$ cat config.mk
export PLATFORM = sky130hd
export DESIGN_NAME = fp_decode_pipe
export DESIGN_NICKNAME = d
export VERILOG_FILES = /design/src/rtl/fp_decode_pipe.sv
export SDC_FILE = /design/constraint.sdc
export NUM_CORES = 1
export LEC_CHECK = 0
export BUFFER_PORTS_ARGS = -buffer_cell sky130_fd_sc_hd__buf_2
export CAP_MARGIN = 20
export CORE_ASPECT_RATIO = 1.25
export CORE_UTILIZATION = 35
export CTS_BUF_LIST = sky130_fd_sc_hd__clkbuf_16
export DETAILED_ROUTE_END_ITERATION = 10
export PLACE_DENSITY_LB_ADDON = 0.2
export SLEW_MARGIN = 30
export SYNTH_ARGS = -nofsm -noshare
export SYNTH_HDL_FRONTEND = slang
export SYNTH_SLANG_ARGS = --single-unit
export TNS_END_PERCENT = 50
$ cat constraint.sdc
create_clock -name clk -period 16.3 [get_ports clk]
set_input_delay 1.63 -clock clk [delete_from_list [all_inputs] [get_ports clk]]
set_output_delay 1.63 -clock clk [all_outputs]
set_load 0.02 [all_outputs]
$ cat src/rtl/fp_decode_pipe.sv
// Two-stage pipelined IEEE-754 field decoder with valid/ready handshake.
// S1 captures fields and class flags; S2 normalises denormals and drives registered outputs.
module fp_decode_pipe #(
    parameter int EXP_W     = 8,
    parameter int MAN_W     = 23,
    parameter int NORMALIZE = 1,
    localparam int FW       = 1 + EXP_W + MAN_W,
    localparam int XW       = EXP_W + 2
) (
    input  logic             clk,
    input  logic             rst,
    input  logic             in_valid,
    output logic             in_ready,
    input  logic [FW-1:0]    fp_in,
    output logic             out_valid,
    input  logic             out_ready,
    output logic             sign_out,
    output logic [XW-1:0]    exp_out,
    output logic [MAN_W:0]   man_out,
    output logic             is_zero,
    output logic             is_inf,
    output logic             is_nan,
    output logic             is_snan,
    output logic             is_denormal
);

    localparam logic [XW-1:0] BIAS_X     = XW'((2 ** (EXP_W - 1)) - 1);
    localparam logic [XW-1:0] ONE_X      = XW'(1);
    localparam logic [XW-1:0] DEN_EXP_X  = ONE_X - BIAS_X;
    localparam logic [XW-1:0] NEG_BIAS_X = XW'(0) - BIAS_X;

    // Class vector layout: {zero, inf, nan, snan, denormal}
    logic                v1_q, v1_d;
    logic                s1_sign_q, s1_sign_d;
    logic [EXP_W-1:0]    s1_exp_q, s1_exp_d;
    logic [MAN_W-1:0]    s1_man_q, s1_man_d;
    logic [4:0]          s1_cls_q, s1_cls_d;

    logic                v2_q, v2_d;
    logic                s2_sign_q, s2_sign_d;
    logic [XW-1:0]       s2_exp_q, s2_exp_d;
    logic [MAN_W:0]      s2_man_q, s2_man_d;
    logic [4:0]          s2_cls_q, s2_cls_d;

    logic                adv1, adv2;
    logic [EXP_W-1:0]    in_e;
    logic [MAN_W-1:0]    in_m;
    logic                e_zero, e_ones, m_nz;
    logic [EXP_W-1:0]    lz;

    // Leading-zero count of the stored mantissa; only meaningful for nonzero input.
    function automatic logic [EXP_W-1:0] lzc(input logic [MAN_W-1:0] m);
        logic [EXP_W-1:0] n;
        logic             found;
        n     = '0;
        found = 1'b0;
        for (int i = MAN_W - 1; i >= 0; i--) begin
            if (m[i]) begin
                found = 1'b1;
            end else if (!found) begin
                n = n + EXP_W'(1);
            end else begin
                n = n;
            end
        end
        return n;
    endfunction

    assign adv2     = !v2_q || out_ready;
    assign adv1     = !v1_q || adv2;
    assign in_ready = adv1;

    assign in_e   = fp_in[FW-2 -: EXP_W];
    assign in_m   = fp_in[MAN_W-1:0];
    assign e_zero = ~|in_e;
    assign e_ones = &in_e;
    assign m_nz   = |in_m;
    assign lz     = lzc(s1_man_q);

    // S1 next state: capture fields and classify on a transfer, otherwise hold.
    always_comb begin
        v1_d      = v1_q;
        s1_sign_d = s1_sign_q;
        s1_exp_d  = s1_exp_q;
        s1_man_d  = s1_man_q;
        s1_cls_d  = s1_cls_q;
        if (adv1) begin
            v1_d = in_valid;
            if (in_valid) begin
                s1_sign_d = fp_in[FW-1];
                s1_exp_d  = in_e;
                s1_man_d  = in_m;
                s1_cls_d  = {e_zero && !m_nz, e_ones && !m_nz, e_ones && m_nz,
                             e_ones && m_nz && !in_m[MAN_W-1], e_zero && m_nz};
            end else begin
                s1_cls_d = s1_cls_q;
            end
        end else begin
            v1_d = v1_q;
        end
    end

    // S2 next state: unbiased exponent and mantissa with hidden bit, normalising denormals.
    always_comb begin
        v2_d      = v2_q;
        s2_sign_d = s2_sign_q;
        s2_exp_d  = s2_exp_q;
        s2_man_d  = s2_man_q;
        s2_cls_d  = s2_cls_q;
        if (adv2) begin
            v2_d = v1_q;
            if (v1_q) begin
                s2_sign_d = s1_sign_q;
                s2_cls_d  = s1_cls_q;
                if (s1_cls_q[4]) begin
                    s2_exp_d = '0;
                    s2_man_d = '0;
                end else if (s1_cls_q[0]) begin
                    if (NORMALIZE != 0) begin
                        // 1-BIAS-(L+1) == -BIAS-L
                        s2_exp_d = NEG_BIAS_X - {{(XW-EXP_W){1'b0}}, lz};
                        s2_man_d = {1'b0, s1_man_q} << (lz + EXP_W'(1));
                    end else begin
                        s2_exp_d = DEN_EXP_X;
                        s2_man_d = {1'b0, s1_man_q};
                    end
                end else if (s1_cls_q[3]) begin
                    s2_exp_d = {2'b00, s1_exp_q} - BIAS_X;
                    s2_man_d = '0;
                end else if (s1_cls_q[2]) begin
                    s2_exp_d = {2'b00, s1_exp_q} - BIAS_X;
                    s2_man_d = {1'b0, s1_man_q};
                end else begin
                    s2_exp_d = {2'b00, s1_exp_q} - BIAS_X;
                    s2_man_d = {1'b1, s1_man_q};
                end
            end else begin
                s2_cls_d = s2_cls_q;
            end
        end else begin
            v2_d = v2_q;
        end
    end

    // Pipeline registers with synchronous reset that drops all in-flight words.
    always_ff @(posedge clk) begin
        if (rst) begin
            v1_q      <= 1'b0;
            s1_sign_q <= 1'b0;
            s1_exp_q  <= '0;
            s1_man_q  <= '0;
            s1_cls_q  <= 5'b00000;
            v2_q      <= 1'b0;
            s2_sign_q <= 1'b0;
            s2_exp_q  <= '0;
            s2_man_q  <= '0;
            s2_cls_q  <= 5'b00000;
        end else begin
            v1_q      <= v1_d;
            s1_sign_q <= s1_sign_d;
            s1_exp_q  <= s1_exp_d;
            s1_man_q  <= s1_man_d;
            s1_cls_q  <= s1_cls_d;
            v2_q      <= v2_d;
            s2_sign_q <= s2_sign_d;
            s2_exp_q  <= s2_exp_d;
            s2_man_q  <= s2_man_d;
            s2_cls_q  <= s2_cls_d;
        end
    end

    assign out_valid = v2_q;
    assign sign_out  = s2_sign_q;
    assign exp_out   = s2_exp_q;
    assign man_out   = s2_man_q;
    assign {is_zero, is_inf, is_nan, is_snan, is_denormal} = s2_cls_q;

endmodule

==> metrics.txt <==
status=finished, final reports clean; syn avg cell area=7.27 µm²; number of hold violations in the final report=0; Period Utilization, post-route=88.4%; GR Util All Layers=22.9%; Seq/Total Area, Yosys=20.2%; setup bufs post-CTS=0; Post-DP HPWL=roughly 20000 µm; global-route wire length before repair=a little over 40000 µm; die area=between 20000 and 25000 µm²; Req. time, crit path=16.53 ns; Slew headroom=a little over two fifths; CP peak stage delay=0.58 ns; TritonCTS Sinks=79; cts bufs inserted=9; FFs w/ async S/R, synth=0%; multi-input logic area=5960 µm²; clock latency on the worst-skew pair=0.35 ns; Max IR drop VDD=0.0966 mV; Synth top cells by count=nand2_1 (171), nor2_1 (119), a21oi_1 (98), dfxtp_1 (79), clkbuf_1 (52); Die Span X=approximately 140 µm; cell count after synthesis=1077; Syn Std Cell Area=around 7800 µm²; vias in the first global route=7577; cell taking the most area after synthesis=dfxtp_1; fillers=2325; syn nets=1136; Post-DRT Antenna Nets=0; ys flop type=dfxtp_1; sw frac=46.6%; I/O pin count=78; pins over their slew limit=0; DR vias/cell=5.78; RSZ-0062 raised after global routing=false; Worst Tran Pin Value=0.856 ns; Arr. time, crit path=about 15 ns; largest net degree at the start of global routing=80; Yosys Warn Count=0; Max Freq=0.0694 GHz; Pint=0.000596 W; design area=~8700 µm²; Resized Gates After CTS=0; # hold bufs at CTS=0; gpl congestion=0.948; clock power share=between 20% and 30%; number of synthesized flops with an enable pin=0; GRT Residual Overflow=0; vias=roughly 8k; share of cells above drive strength 1=14.2%; share of power burned in combinational logic=60.3%; root cell of the clock tree=clkbuf_16; post-DR wirelength/cell=roughly 18 µm; drt first pass iters=6; clock skew=approximately 0.0088 ns; post-layout util=40.2%; placed cell areas=8400 µm²; critical path capture point type=register; initial antenna violation count=0; CP delay by family, top=compound AO/OA/AOI/OAI gates; DRC violations left=0; Final setup viols=0; clock-pin slew on the worst setup and hold paths=0.07 ns; port bufs=77; Synth Register Bits=79; CP bufs+invs=0; CP Class=reg2reg; Total Routed Length=25800 µm; crit path max fanout=17; Total Nets Final=1171; area delta synth->final=11.7%; CP dominant cell by count=ha_1; TNS Setup=0 ns; MaxCap Viol Count=0; # diodes=0; register area=~1600 µm²; synth top area cells=dfxtp_1 (20%), nand2_1 (8.2%), a21oi_1 (6.3%), nor2_1 (5.7%), mux2i_1 (5.6%); slowest stage cell, crit path=dfxtp_1; Synth cell types=93; area of the core=21800 µm²; initial DRC count=about 500; CTS HTree Levels=3; Psw=0.000519 W; top cell type's share of synthesized area=20.2%; sequential fraction of design power=around a fifth; top-count cell post-synth=nand2_1; # rows=60; CTS tree=built; Hold Crit Class=reg2reg; Pwr Density=around 130 nW/µm²; CTS Buffer Depth=2; Tmin final=14.40 ns; crit start category=register; Leakage=3.36 nW; starting density of the core=a little over a third; DIE HEIGHT=approximately 170 µm
## registers in the layout, summed over array words and instances (netlist names)
signal	flops
exp_out	10
man_out	24
out_valid	1
s1_cls_q	5
s1_exp_q	8
s1_man_q	23
s1_sign_q	1
s2_cls_q	5
sign_out	1
v1_q	1
## path summary, 6_finish.rpt
kind	startpoint	endpoint	slack, ns	depth (start not counted)
worst min register to register	s2_cls_q[2]	s2_cls_q[2]	0.46	2
worst max-delay path	s1_man_q[22]	man_out[13]	1.90	65
worst max register to register	s1_man_q[22]	man_out[13]	1.90	65
worst min-delay path	s2_cls_q[2]	s2_cls_q[2]	0.46	2
## cells in the final DEF (no fill, tap or decap), drive strengths merged, types with 5 or more instances in the layout
| cell type | Yosys | final |
|---|---|---|
| a21boi | 9 | 9 |
| mux2 | 9 | 9 |
| or4 | 6 | 6 |
| or3 | 19 | 19 |
| a222oi | 10 | 10 |
| and3 | 11 | 11 |
| and2 | 11 | 11 |
| nor2b | 18 | 18 |
| xnor2 | 39 | 39 |
| nand2 | 171 | 171 |
| o21ai | 42 | 42 |
| ha | 23 | 23 |
| clkbuf | 52 | 9 |
| nand2b | 23 | 23 |
| a21oi | 99 | 99 |
| nor2 | 120 | 120 |
| inv | 13 | 15 |
| a31oi | 10 | 10 |
| a21o | 6 | 6 |
| nor3 | 27 | 27 |
| xnor3 | 8 | 8 |
| or2 | 7 | 7 |
| buf | 13 | 89 |
| o22ai | 9 | 9 |
| a211oi | 17 | 17 |
| nand4 | 8 | 8 |
| nand3 | 29 | 29 |
| o22a | 6 | 6 |
| mux2i | 44 | 44 |
| dfxtp | 79 | 79 |
| a221oi | 5 | 5 |
| o211ai | 12 | 12 |
| a22oi | 18 | 18 |
| nor4 | 20 | 20 |
| o32ai | 5 | 5 |
| a2111oi | 5 | 5 |
| xor2 | 21 | 21 |
## metrics by stage
stage	setup slack, ns	std cells	total power, W	hold WS (ns)
after global placement	2.34	1380	0.000884	0.444
after detailed placement	2.00	1380	0.000880	0.447
final	1.90	1396	0.00111	0.457
after floorplan	3.78	1077	0.000733	0.432
after global routing	0.377	1396	0.00120	0.481
after CTS	1.96	1396	0.00111	0.457
## power groups by stage
| stage | clock [W] | sequential [W] | combinational (W) |
|---|---|---|---|
| 2_1_floorplan | 0 | 0.000212 | 0.000521 |
| 3_3_place_gp | 0 | 0.000219 | 0.000665 |
| 3_5_place_dp | 0 | 0.000219 | 0.000661 |
| 4_1_cts | 0.000232 | 0.000214 | 0.000665 |
| 5_1_grt | 0.000239 | 0.000216 | 0.000740 |
| 6_report | 0.000228 | 0.000215 | 0.000672 |
## cells by family (layout without fill, tap and decap cells)
logic type	Yosys count	after routing	synth area share, %
and+or+nand+nor	482	482	29.6
AOI/OAI and AO/OA	290	290	25.1
DFF	79	79	20.2
buffers and inverters	79	119	4.12
xor gates and xnor gates	69	69	9.89
muxes	54	54	7.25
adders and majority gates	24	24	3.80
## layer usage
layer	GRT usage (%)	wire, µm
met1	28.7	11100
met2	40.9	12900
met3	2.24	1240
met4	6.89	611
met5	0	0
## cell type report
| type | count | area share (%) |
|---|---|---|
| clock buffer | 9 | 2.58 |
| tap | 279 | 3.99 |
| inverter | 14 | 0.601 |
| multi-input combinational | 919 | 68.1 |
| clock inverter | 7 | 1.20 |
| timing repair buffer | 89 | 5.44 |
| sequential | 79 | 18.1 |
## worst register-to-register path: cells and delay by family (launching register included)
| kind | cells | cell delay [ns] |
|---|---|---|
| compound gates | 19 | 4.50 |
| flops | 1 | 0.58 |
| fa+ha+maj | 14 | 3.90 |
| mux | 8 | 1.45 |
| simple gates | 21 | 3.13 |
| xor+xnor | 3 | 0.74 |
(Power assumes the default switching activity.)
